## src/rtl/adder_arbiter.sv

```systemverilog
// Two-port add/subtract service sharing a single WIDTH-bit adder.
// Subtraction takes two passes through the adder (negate, then add); one operation is in flight at a time.
module adder_arbiter #(
  parameter int WIDTH = 32
) (
  input  logic             clk,
  input  logic             rst_n,
  input  logic             req0_valid,
  output logic             req0_ready,
  input  logic [WIDTH-1:0] req0_a,
  input  logic [WIDTH-1:0] req0_b,
  input  logic             req0_sub,
  output logic             rsp0_valid,
  input  logic             rsp0_ready,
  output logic [WIDTH-1:0] rsp0_sum,
  output logic             rsp0_ovf,
  input  logic             req1_valid,
  output logic             req1_ready,
  input  logic [WIDTH-1:0] req1_a,
  input  logic [WIDTH-1:0] req1_b,
  input  logic             req1_sub,
  output logic             rsp1_valid,
  input  logic             rsp1_ready,
  output logic [WIDTH-1:0] rsp1_sum,
  output logic             rsp1_ovf,
  output logic             busy
);

  // state | meaning
  // IDLE  | arbitrate and accept one request
  // NEG   | tmp <= ~b + 1 (subtract only)
  // ADD   | result <= a + (b or tmp), deliver to requester id_q
  typedef enum logic [1:0] {IDLE, NEG, ADD} state_t;

  state_t           state, state_nxt;
  logic [WIDTH-1:0] a_q, b_q, tmp;
  logic             sub_q, id_q, last_grant;
  logic [WIDTH-1:0] add_x, add_y, add_s;
  logic             elig0, elig1, grant0, grant1;
  logic             ovf;

  assign add_s = add_x + add_y;

  assign elig0 = req0_valid && !rsp0_valid;
  assign elig1 = req1_valid && !rsp1_valid;

  always_comb begin
    state_nxt = state;
    grant0    = 1'b0;
    grant1    = 1'b0;
    add_x     = '0;
    add_y     = '0;
    case (state)
      IDLE: begin
        if (elig0 && elig1) begin
          grant0 = last_grant;
          grant1 = !last_grant;
        end else begin
          grant0 = elig0;
          grant1 = elig1;
        end
        if (grant0)      state_nxt = req0_sub ? NEG : ADD;
        else if (grant1) state_nxt = req1_sub ? NEG : ADD;
      end
      NEG: begin
        add_x     = ~b_q;
        add_y     = {{(WIDTH-1){1'b0}}, 1'b1};
        state_nxt = ADD;
      end
      ADD: begin
        add_x     = a_q;
        add_y     = sub_q ? tmp : b_q;
        state_nxt = IDLE;
      end
      default: state_nxt = IDLE;
    endcase
  end

  // Sign rule works on the original b, so b = -2^(WIDTH-1) on subtract still flags correctly.
  assign ovf = sub_q ? ((a_q[WIDTH-1] != b_q[WIDTH-1]) && (add_s[WIDTH-1] != a_q[WIDTH-1]))
                     : ((a_q[WIDTH-1] == b_q[WIDTH-1]) && (add_s[WIDTH-1] != a_q[WIDTH-1]));

  assign req0_ready = rst_n && grant0;
  assign req1_ready = rst_n && grant1;
  assign busy       = (state != IDLE);

  always_ff @(posedge clk or negedge rst_n) begin
    if (!rst_n) begin
      state      <= IDLE;
      a_q        <= '0;
      b_q        <= '0;
      sub_q      <= 1'b0;
      id_q       <= 1'b0;
      tmp        <= '0;
      last_grant <= 1'b1;
      rsp0_valid <= 1'b0;
      rsp0_sum   <= '0;
      rsp0_ovf   <= 1'b0;
      rsp1_valid <= 1'b0;
      rsp1_sum   <= '0;
      rsp1_ovf   <= 1'b0;
    end else begin
      state <= state_nxt;
      if (grant0 || grant1) begin
        a_q        <= grant1 ? req1_a : req0_a;
        b_q        <= grant1 ? req1_b : req0_b;
        sub_q      <= grant1 ? req1_sub : req0_sub;
        id_q       <= grant1;
        last_grant <= grant1;
      end
      if (state == NEG) tmp <= add_s;
      if (rsp0_valid && rsp0_ready) rsp0_valid <= 1'b0;
      if (rsp1_valid && rsp1_ready) rsp1_valid <= 1'b0;
      if (state == ADD) begin
        if (!id_q) begin
          rsp0_valid <= 1'b1;
          rsp0_sum   <= add_s;
          rsp0_ovf   <= ovf;
        end else begin
          rsp1_valid <= 1'b1;
          rsp1_sum   <= add_s;
          rsp1_ovf   <= ovf;
        end
      end
    end
  end

endmodule
```

## config.mk

```make
export PLATFORM = sky130hd
export DESIGN_NAME = adder_arbiter
export DESIGN_NICKNAME = d
export VERILOG_FILES = /design/src/rtl/adder_arbiter.sv
export SDC_FILE = /design/constraint.sdc
export NUM_CORES = 1
export LEC_CHECK = 0
export CORE_AREA = 5 5 172 174
export CTS_CLUSTER_SIZE = 12
export DETAILED_ROUTE_END_ITERATION = 6
export DIE_AREA = 0 0 177 179
export PLACE_DENSITY = 0.59
export SETUP_SLACK_MARGIN = 0.4
export SLEW_MARGIN = 10
export SYNTH_ARGS = -nofsm -noshare
export SYNTH_HDL_FRONTEND = slang
export SYNTH_SLANG_ARGS = --single-unit
```

## constraint.sdc

```tcl
create_clock -name clk -period 4.5 [get_ports clk]
set_input_delay 0.9 -clock clk [delete_from_list [all_inputs] [get_ports clk]]
set_output_delay 0.9 -clock clk [all_outputs]
set_load 0.02 [all_outputs]
```

==> results.yml, run 1 <==
outcome:
  outcome: "complete, no violations"
yosys:
  yosysTopAreaCell: "dfrtp_1"
  synth_area_sq_um: 9580
  synth_top_area_share_pct: 43.9
  seq_area_frac_synth_pct: 44.2
  synth_edf_count: 0
  async_flop_share_pct: 100
  ys_seq_elements: 169
  syn_nets: 1253
  synth_warnings: 0
  synth_area_leaders: "dfrtp_1 (44%), mux2i_1 (10%), nand2_1 (6.8%)"
  yosys_most_used_dff: "dfrtp_1"
  synth.distinct_cells: 58
  yosysMostFrequentCell: "nand2_1"
  synthTopCellsByCount: "nand2_1 (174), dfrtp_1 (168), o21ai_0 (118)"
  synthCells: 1081
  syn_area_per_cell_sq_um: 8.86
die:
  start_util_pct: 34.7
  die_width_um: 177
  num_io_pins: 207
  die_y_um: 179
  die_area_sq_um: 31700
  core-area_sq_um: 27600
  rows: 61
clock_network:
  cts-root-buf: "clkbuf_16"
  cts-buffers-inserted: 17
  clk_pin_slew_ps: 70
  ctsHoldBuffers: 0
  clockBufferDepth: 2
  cts.sinks: 169
  htree_levels: 4
  clk_latency_ps: 430
  cts_tree: "built"
timing:
  setup_viol: 0
  timing.final.crit_share_pct: 84.7
  min_period_ps: 3810
  rsz0062_at_grt: "false"
  max_slew_margin_pct: 37.9
  clock_skew_ps: 9.48
  fmax_mhz: 262
  tightestPinTransition_ps: 931
  tns_ps: 0
  maxSlewViolCount: 0
  setup_ws_ps: 690
  finalHoldViolCount: 0
routing:
  drc_errors: 0
  drt-vias-per-instance: 5.11
  drt-total-wl_mm: 29.1
  drt-wirelength-per-cell_um: 17.7
  dr.pass1.iters: 5
  num_vias: 8401
  ant_nets: 0
  drtIter0Drc: 503
setup_path:
  crit_path_end: "tmp[28]"
  rrSetupSlack_ps: 690
  worst-path-buf-inv: 2
  path_delay_family: "compound AO/OA/AOI/OAI gates"
  reg2reg_from: "state[1]"
  critPathRequiredTime_ps: 4810
  slowest_stage: "fa_1"
  reg2reg_depth: 16
  max_stage_delay_ps: 420
  crit_path_start_kind: "flop"
  r2r_end: "tmp[28]"
  worstPathArrival_ps: 4120
  crit_path_cell_trace: "inv_1 -> ha_1 -> and2_1 -> buf_6 -> nand2_1 -> o21ai_0 -> ha_1 -> fa_1 -> a21o_1 -> a21oi_2 -> o21ai_1 -> a21o_1 -> o31ai_2 -> a21oi_2 -> nor4b_1 -> or3_1"
  cp_num_cells: 16
  setup.worst_path.start: "state[1]"
  critPathCaptureType: "flop"
  crit_path_max_fanout: 19
  path_class: "flop to flop"
power:
  comb_power_share_pct: 51.4
  pwr-share-clk_pct: 17.4
  p_sw_mw: 3.92
  p_leak_nw: 5.85
  swShare_pct: 45.1
  p_per_area_nw_per_um2: 687
  seq_power_share_pct: 31.2
  internal_power_mw: 4.78
  vdd_drop_max_mv: 0.258
place:
  place_congestion: 0.916
  port_buffers: 206
  hpwl_mm: 22.1
  dp_slack_ps: 333
global_routing:
  grt-ovfl-total: 0
  grt_pass1_wl_mm: 46.1
  grt_pass1_vias: 8083
  grt_max_degree: 76
  grt.total_usage_pct: 18.3
  grt_antenna_before_repair: 0
final_layout:
  drive_gt1_share_pct: 7.34
  final_nets: 1426
  synthToLayoutAreaGrowth_pct: 32.3
  antenna_cells: 0
flow_run:
  drv_cap: 0
hold_path:
  hp-class: "primary input to asynchronous set/reset pin"
==> kinds of logic after synthesis <==
group	after synthesis	synth area share, %
buffers and inverters	89	3.62
AND/OR/NAND/NOR	355	15.8
flip-flops	169	44.2
AO/OA/AOI/OAI	299	18.0
XOR/XNOR	26	2.38
adder cells (fa/ha/maj)	36	4.78
multiplexers	107	11.3
==> worst min-delay path by stage <==
stage          startpoint    endpoint  slack (ps)  depth (start not counted)
6_report            rst_n     a_q[11]         340                          1
5_1_grt             rst_n     a_q[11]         340                          1
2_1_floorplan  last_grant  last_grant         450                          2
4_1_cts             rst_n     a_q[11]         340                          1
3_3_place_gp   last_grant  last_grant         460                          2
3_5_place_dp   last_grant  last_grant         460                          2
==> registers in the layout, summed over array words and instances (netlist names) <==
name,count
rsp1_valid,1
a_q,32
rsp0_valid,1
rsp0_ovf,1
b_q,32
last_grant,1
rsp1_ovf,1
tmp,32
rsp0_sum,32
state,2
id_q,1
sub_q,1
rsp1_sum,32
==> layer usage <==
| layer | share of wire [%] | track usage (%) |
|---|---|---|
| met2 | 42 | 26.8 |
| met5 | 0 | 0 |
| met1 | 50 | 27.6 |
| met4 | 0.99 | 4.09 |
| met3 | 6.7 | 4.20 |
==> power groups by stage <==
| stage | combinational [mW] | sequential, mW | clock [mW] |
|---|---|---|---|
| 5_1_grt | 4.94 | 2.80 | 1.60 |
| 3_3_place_gp | 4.38 | 2.73 | 0 |
| 6_report | 4.48 | 2.72 | 1.52 |
| 2_1_floorplan | 2.71 | 2.79 | 0 |
| 4_1_cts | 4.46 | 2.72 | 1.55 |
| 3_5_place_dp | 4.44 | 2.75 | 0 |
==> repair_timing <==
item / 4_1_cts / 5_1_grt
setup endpoints to repair: 8 / 31
pin swaps: 0 / 4
resized for setup: 1 / 16
buffers inserted: 0 / 3
==> layout by cell type, fill, tap and decap left out, types with 15 or more instances in the layout <==
master           netlist  layout
clkdlybuf4s50_1        0     205
ha_1                  35      34
nand2_1              174     171
mux2i_1               98      98
nor2_1               115     115
a21o_1                16      16
clkbuf_16              0      17
buf_4                  0      21
inv_1                 15      15
o21ai_0              118     116
a21oi_1              107     103
dfrtp_1              168     167
==> final cells by class <==
cell class              instances  area [sq um]
fillers                      2787         15000
multi-input cells             823          5080
inverters                      15          56.3
clock inverters                15           169
repair buffers                228          2230
flip-flops and latches        169          4230
clock buffers                  17           425
well taps                     378           473
==> stage by stage <==
step                      power, mW  hold WS (ps)  instances  util [%]  instance area (sq um)
final                          8.71           342       1645      45.9                  12700
after global routing           9.35           343       1645      45.9                  12700
after CTS                      8.73           341       1642      45.6                  12600
after detailed placement       7.18           460       1610      43.4                  12000
after global placement         7.11           457       1610      43.4                  12000
after floorplan                5.50           446       1081         -                   9580
No activity file was read; power rests on OpenSTA's default activity.
==> run 2: changes to the inputs <==
Settings changed: PLACE_DENSITY 0.59 to 0.61.
Clock period 4.5 ns to 3.2 ns, I/O delays scaled along.
==> run 2 against run 1 <==
Compared with the run above: largest cell class unchanged; core utilization grew 8.0 points; register-to-register slack lost 990 ps; sequential power grew 41%; global-route usage grew 0.37 points; sequential cell count is the same; critical path type unchanged; via count grew 6.5%; the flow now finishes with violations (negative setup slack); cell area grew 17%.
==> results.yml, run 2 (synthesized netlist as in run 1, its figures left out) <==
hold_path:
  hp-class: "primary input to asynchronous set/reset pin"
timing:
  setup_ws_ps: -301
  maxSlewViolCount: 0
  finalHoldViolCount: 0
  fmax_mhz: 286
  timing.final.crit_share_pct: 109
  tightestPinTransition_ps: 784
  setup_viol: 44
  min_period_ps: 3500
  max_slew_margin_pct: 47.7
  rsz0062_at_grt: "true"
  clock_skew_ps: 7.51
setup_path:
  crit_path_cell_trace: "inv_2 -> ha_4 -> and2_4 -> buf_12 -> nand2_1 -> o21ai_1 -> ha_1 -> buf_4 -> nand2_1 -> o21ai_2 -> a32oi_2 -> buf_4 -> nand4_4 -> and4b_2 -> a2111oi_4 -> mux2i_1 -> buf_4 -> o21ai_2"
  max_stage_delay_ps: 400
  worstPathArrival_ps: 3810
  critPathRequiredTime_ps: 3510
  path_delay_family: "simple AND/OR/NAND/NOR gates"
  critPathCaptureType: "flop"
  crit_path_start_kind: "flop"
  path_class: "flop to flop"
  worst-path-buf-inv: 5
  crit_path_max_fanout: 6
  slowest_stage: "dfrtp_1"
  cp_common_cell: "buf_4"
clock_network:
  cts-buffers-inserted: 17
  cts-root-buf: "clkbuf_16"
  clk_pin_slew_ps: 70
  cts.sinks: 169
  cts_tree: "built"
  clockBufferDepth: 2
  clk_latency_ps: 440
  htree_levels: 4
die:
  die_width_um: 177
  start_util_pct: 34.7
  die_y_um: 179
  die_area_sq_um: 31700
  core-area_sq_um: 27600
  rows: 61
  num_io_pins: 207
routing:
  drt-total-wl_mm: 30.6
  dr.pass1.iters: 5
  drc_errors: 0
  drt-vias-per-instance: 4.96
  num_vias: 8949
  drt-wirelength-per-cell_um: 17.0
  drtIter0Drc: 486
  ant_nets: 0
place:
  postPlaceCellArea_sq_um: 13200
  place_congestion: 0.913
  dpl.cell_count: 1741
  hpwl_mm: 22.4
  port_buffers: 206
power:
  p_total_mw: 14.4
  vdd_drop_max_mv: 0.338
  p_leak_nw: 6.89
  p_per_area_nw_per_um2: 967
final_layout:
  mostFrequentLayoutCell: "clkdlybuf4s50_1"
  synthToLayoutAreaGrowth_pct: 55.4
  final_nets: 1587
  fin_cells: 1806
  fin_util_pct: 53.9
  drive_gt1_share_pct: 24.9
  layout_common_cells: "clkdlybuf4s50_1 (203), dfrtp_1 (167), nand2_1 (157)"
  design_area_sq_um: 14900
  antenna_cells: 0
global_routing:
  grt_pass1_wl_mm: 47.0
  grt_pass1_vias: 8706
  grt_antenna_before_repair: 1
  grt_max_degree: 139
  grt.total_usage_pct: 18.7
  grt-ovfl-total: 0
flow_run:
  drv_cap: 0
outcome:
  violations: "negative setup slack"
  outcome: "finished with violations"
run 2: changes by cell type in the layout (fill, tap and decap cells not counted), moves of 11 or more:
| cell | delta |
|---|---|
| a21oi_1 | -12 |
| o21ai_1 | +35 |
| nand2_1 | -14 |
| o21ai_2 | +23 |
| buf_4 | +133 |
| buf_6 | +19 |
| nand2_2 | +11 |
| o21ai_0 | -62 |
run 2: path summary, 6_finish.rpt:
kind                                  from            to  slack, ps  cells past startpoint
worst max-delay path              state[1]      rsp1_ovf       -300                     18
worst min-delay path                 rst_n        a_q[4]        250                      2
worst max register to register    state[1]      rsp1_ovf       -300                     18
worst min register to register  last_grant    last_grant        470                      2
max in group asynchronous            rst_n  rsp0_sum[15]       1820                      3
min in group clk                last_grant    last_grant        470                      2
run 2: layout make-up:
| type | instances | area, sq um |
|---|---|---|
| flip-flops and latches | 169 | 4230 |
| inverters | 15 | 56.3 |
| fillers | 2522 | 12700 |
| well taps | 378 | 473 |
| clock buffers | 17 | 425 |
| clock inverters | 15 | 159 |
| multi-input cells | 823 | 5900 |
| repair buffers | 389 | 3640 |
run 2: repair_timing:
action / in CTS / in global routing
endpoints found under the setup margin: 82 / 87
hold buffers: 0 / 0
gates resized for setup: 87 / 117
pin swaps: 37 / 73
buffers inserted: 9 / 21
gates cloned: 1 / 2
run 2: metal layers:
layer	up-vias	track usage [%]	wire length, um
met4	0	4.00	323
met3	23	3.46	1730
met1	4251	27.4	14500
li1	4442	-	-
met2	233	29.0	14100
met5	-	0	0
run 2: per-stage QoR:
stage	setup slack [ps]	setup TNS (ps)	hold WS [ps]
2_1_floorplan	-173	-1100	344
3_3_place_gp	-311	-7700	455
3_5_place_dp	-364	-8980	460
4_1_cts	-245	-5080	261
5_1_grt	-448	-14050	273
6_report	-301	-5930	248
run 2: power by group:
group	internal, mW	switching [mW]	leakage, nW	total [mW]
registers	3.07	0.779	2.11	3.84
logic	3.98	4.44	4.51	8.42
clock network	1.11	1.01	0.273	2.12
==> run 3: changes to the inputs <==
Settings changed: ABC_AREA set to 1, CORE_AREA 5 5 172 174 to 5 5 126 247, DIE_AREA 0 0 177 179 to 0 0 131 252.
==> run 3 against run 2 <==
Compared with the run above: the run ends with design-rule violations left; clock skew rose by 5.9 ps; non-clock buffer count fell by 74; critical path depth fell by 2; clock-buffer cell count did not move; maximum frequency rose by 21%; die area rose by 4.2%; sequential share of layout area rose by 0.39 points; combinational power rose by 0.7%; sequential power fell by 5.2%; hold slack improved by 67 ps; largest cell class unchanged.
==> results.yml, run 3 <==
setup_path:
  crit_path_max_fanout: 5
  reg2reg_from: "state[0]"
  setup.worst_path.start: "state[0]"
  max_stage_delay_ps: 370
  critPathRequiredTime_ps: 3540
  slowest_stage: "dfrtp_1"
  worstPathArrival_ps: 3230
  r2r_end: "rsp1_sum[29]"
  cp_common_cell: "buf_4"
  crit_path_start_kind: "flop"
  rrSetupSlack_ps: 310
  crit_path_cell_trace: "inv_2 -> ha_4 -> nand2_8 -> buf_4 -> buf_4 -> o22ai_1 -> ha_1 -> nand2_1 -> buf_4 -> o21bai_1 -> a21oi_2 -> nor2_1 -> nor2_1 -> nand3b_1 -> nand3_1 -> nand2_1"
  path_class: "flop to flop"
  reg2reg_depth: 16
  critPathCaptureType: "flop"
timing:
  hold_ws_ps: 315
  max_slew_margin_pct: 35.7
  tightestPinTransition_ps: 965
  clock_skew_ps: 13.4
  finalHoldViolCount: 0
  tns_ps: 0
  maxSlewViolCount: 0
  min_period_ps: 2890
  timing.final.crit_share_pct: 90.4
  rsz0062_at_grt: "true"
  fmax_mhz: 346
  setup_viol: 0
clock_network:
  cts-buffers-inserted: 17
  htree_levels: 4
  cts_tree: "built"
  clockBufferDepth: 2
  clk_pin_slew_ps: 70
  cts-root-buf: "clkbuf_16"
  cts.sinks: 169
  clk_latency_ps: 460
routing:
  drtIter0Drc: 600
  drc_errors: 1
  drt-total-wl_mm: 36.1
  drt-wirelength-per-cell_um: 18.3
  drt-vias-per-instance: 5.07
  num_vias: 9991
  ant_nets: 0
  dr.pass1.iters: 7
global_routing:
  grt_max_degree: 170
  grt.total_usage_pct: 21.5
  grt_pass1_vias: 10213
  grt_antenna_before_repair: 0
  grt_pass1_wl_mm: 54.5
  grt-ovfl-total: 0
power:
  p_sw_mw: 6.52
  internal_power_mw: 7.88
  pwr-share-clk_pct: 15.9
  p_per_area_nw_per_um2: 981
  swShare_pct: 45.2
  seq_power_share_pct: 25.2
  vdd_drop_max_mv: 0.518
  p_leak_nw: 6.95
  comb_power_share_pct: 58.9
final_layout:
  fin_cells: 1972
  final_nets: 1771
  fin_util_pct: 50.9
  layout_common_cells: "nand2_1 (252), clkdlybuf4s50_1 (203), o21ai_0 (186)"
  mostFrequentLayoutCell: "nand2_1"
  nFillCells: 2783
  design_area_sq_um: 14700
  synthToLayoutAreaGrowth_pct: 48.0
  drive_gt1_share_pct: 21.6
  antenna_cells: 0
hold_path:
  hp-class: "primary input to asynchronous set/reset pin"
yosys:
  ys_seq_elements: 169
  synth_top_area_share_pct: 42.4
  syn_nets: 1500
  syn_area_per_cell_sq_um: 7.47
  yosysMostFrequentCell: "nand2_1"
  synth.distinct_cells: 45
  synthTopCellsByCount: "nand2_1 (301), o21ai_0 (203), inv_1 (178)"
  yosys_most_used_dff: "dfrtp_1"
  async_flop_share_pct: 100
  synth_warnings: 0
  synth_edf_count: 0
  synth_area_sq_um: 9920
  seq_area_frac_synth_pct: 42.6
  synth_area_leaders: "dfrtp_1 (42%), nand2_1 (11%), o21ai_0 (10%)"
  yosysTopAreaCell: "dfrtp_1"
  synthCells: 1328
place:
  place_congestion: 0.915
  hpwl_mm: 26.9
  postPlaceCellArea_sq_um: 12900
  port_buffers: 206
  dpl.cell_count: 1916
outcome:
  outcome: "finished with violations"
  violations: "design-rule violations"
flow_run:
  drv_cap: 0
die:
  rows: 88
  die_width_um: 131
  die_y_um: 252
  start_util_pct: 34.4
  die_area_sq_um: 33000
  core-area_sq_um: 28800
  num_io_pins: 207
-- run 3: cell types whose count changed after synthesis, moves of 9 or more --
cell,previous run,this run
nand2_1,174,301
o22ai_1,2,32
buf_1,11,1
mux2_2,9,0
clkbuf_1,53,39
mux2i_1,98,1
inv_1,15,178
a21oi_1,107,59
nor2_1,115,59
nand3_1,11,69
a21o_1,16,1
o21ai_0,118,203
o21ai_1,4,56
-- run 3: metrics by stage --
step	worst slack, ps	total power [mW]
2_1_floorplan	404	7.78
3_3_place_gp	-45.1	10.9
3_5_place_dp	-72.1	11.0
4_1_cts	314	13.6
5_1_grt	179	15.4
6_report	307	14.4
-- run 3: layout make-up --
class | instances | area, sq um | area share [%]
clock inverters | 15 | 214 | 1.46
well taps | 360 | 450 | 3.07
repair buffers | 315 | 3030 | 20.6
inverters | 183 | 694 | 4.73
multi-input cells | 913 | 5640 | 38.4
clock buffers | 17 | 425 | 2.90
flip-flops and latches | 169 | 4230 | 28.8
-- run 3: how the worst max path moves through the flow --
stage,end,depth (start not counted),slack (ps)
global placement,rsp1_sum[18],16,-50
floorplan,tmp[27],17,400
CTS,rsp1_sum[18],20,310
global route,rsp1_ovf,18,180
finish,rsp1_sum[29],16,310
detailed placement,rsp1_sum[26],16,-70
-- run 3: power groups by stage --
stage          clock network, mW  registers [mW]  logic [mW]
2_1_floorplan                  0            3.91        3.87
3_3_place_gp                   0            3.65        7.23
3_5_place_dp                   0            3.65        7.31
4_1_cts                     2.33            3.63        7.69
5_1_grt                     2.41            3.74        9.28
6_report                    2.28            3.64        8.48
-- run 3: metal layers --
metal / global-route usage (%) / share of wire [%] / wire (um)
met5: 0 / 0 / 0
met3: 3.50 / 5.1 / 1830
met4: 9.09 / 3.6 / 1310
met2: 38.5 / 53 / 19000
met1: 24.9 / 39 / 13900
-- run 3: timing repair --
item	4_1_cts	5_1_grt
gates resized for setup	91	159
pin swaps	29	40
buffers inserted	11	11
setup endpoints to repair	82	81
hold buffers	0	0
endpoints found under the hold margin	0	0
cloned	0	2
-- run 3: kinds of logic (layout without fill, tap and decap cells) --
kind of cell,after synthesis,in the layout,synth area share [%]
AND/OR/NAND/NOR,468,468,19.8
AO/OA/AOI/OAI,393,393,21.6
buffers and inverters,246,530,9.94
flip-flops,169,169,42.6
adder cells (fa/ha/maj),36,36,4.62
XOR/XNOR,15,15,1.32
multiplexers,1,1,0.101
-- run 3: worst max-delay path: cells and delay by family (launching register included) --
family                   cells  cell delay [ps]
buffers and inverters        4              500
AND/OR/NAND/NOR              7              780
AO/OA/AOI/OAI                3              480
adder cells (fa/ha/maj)      2              660
flip-flops                   1              370
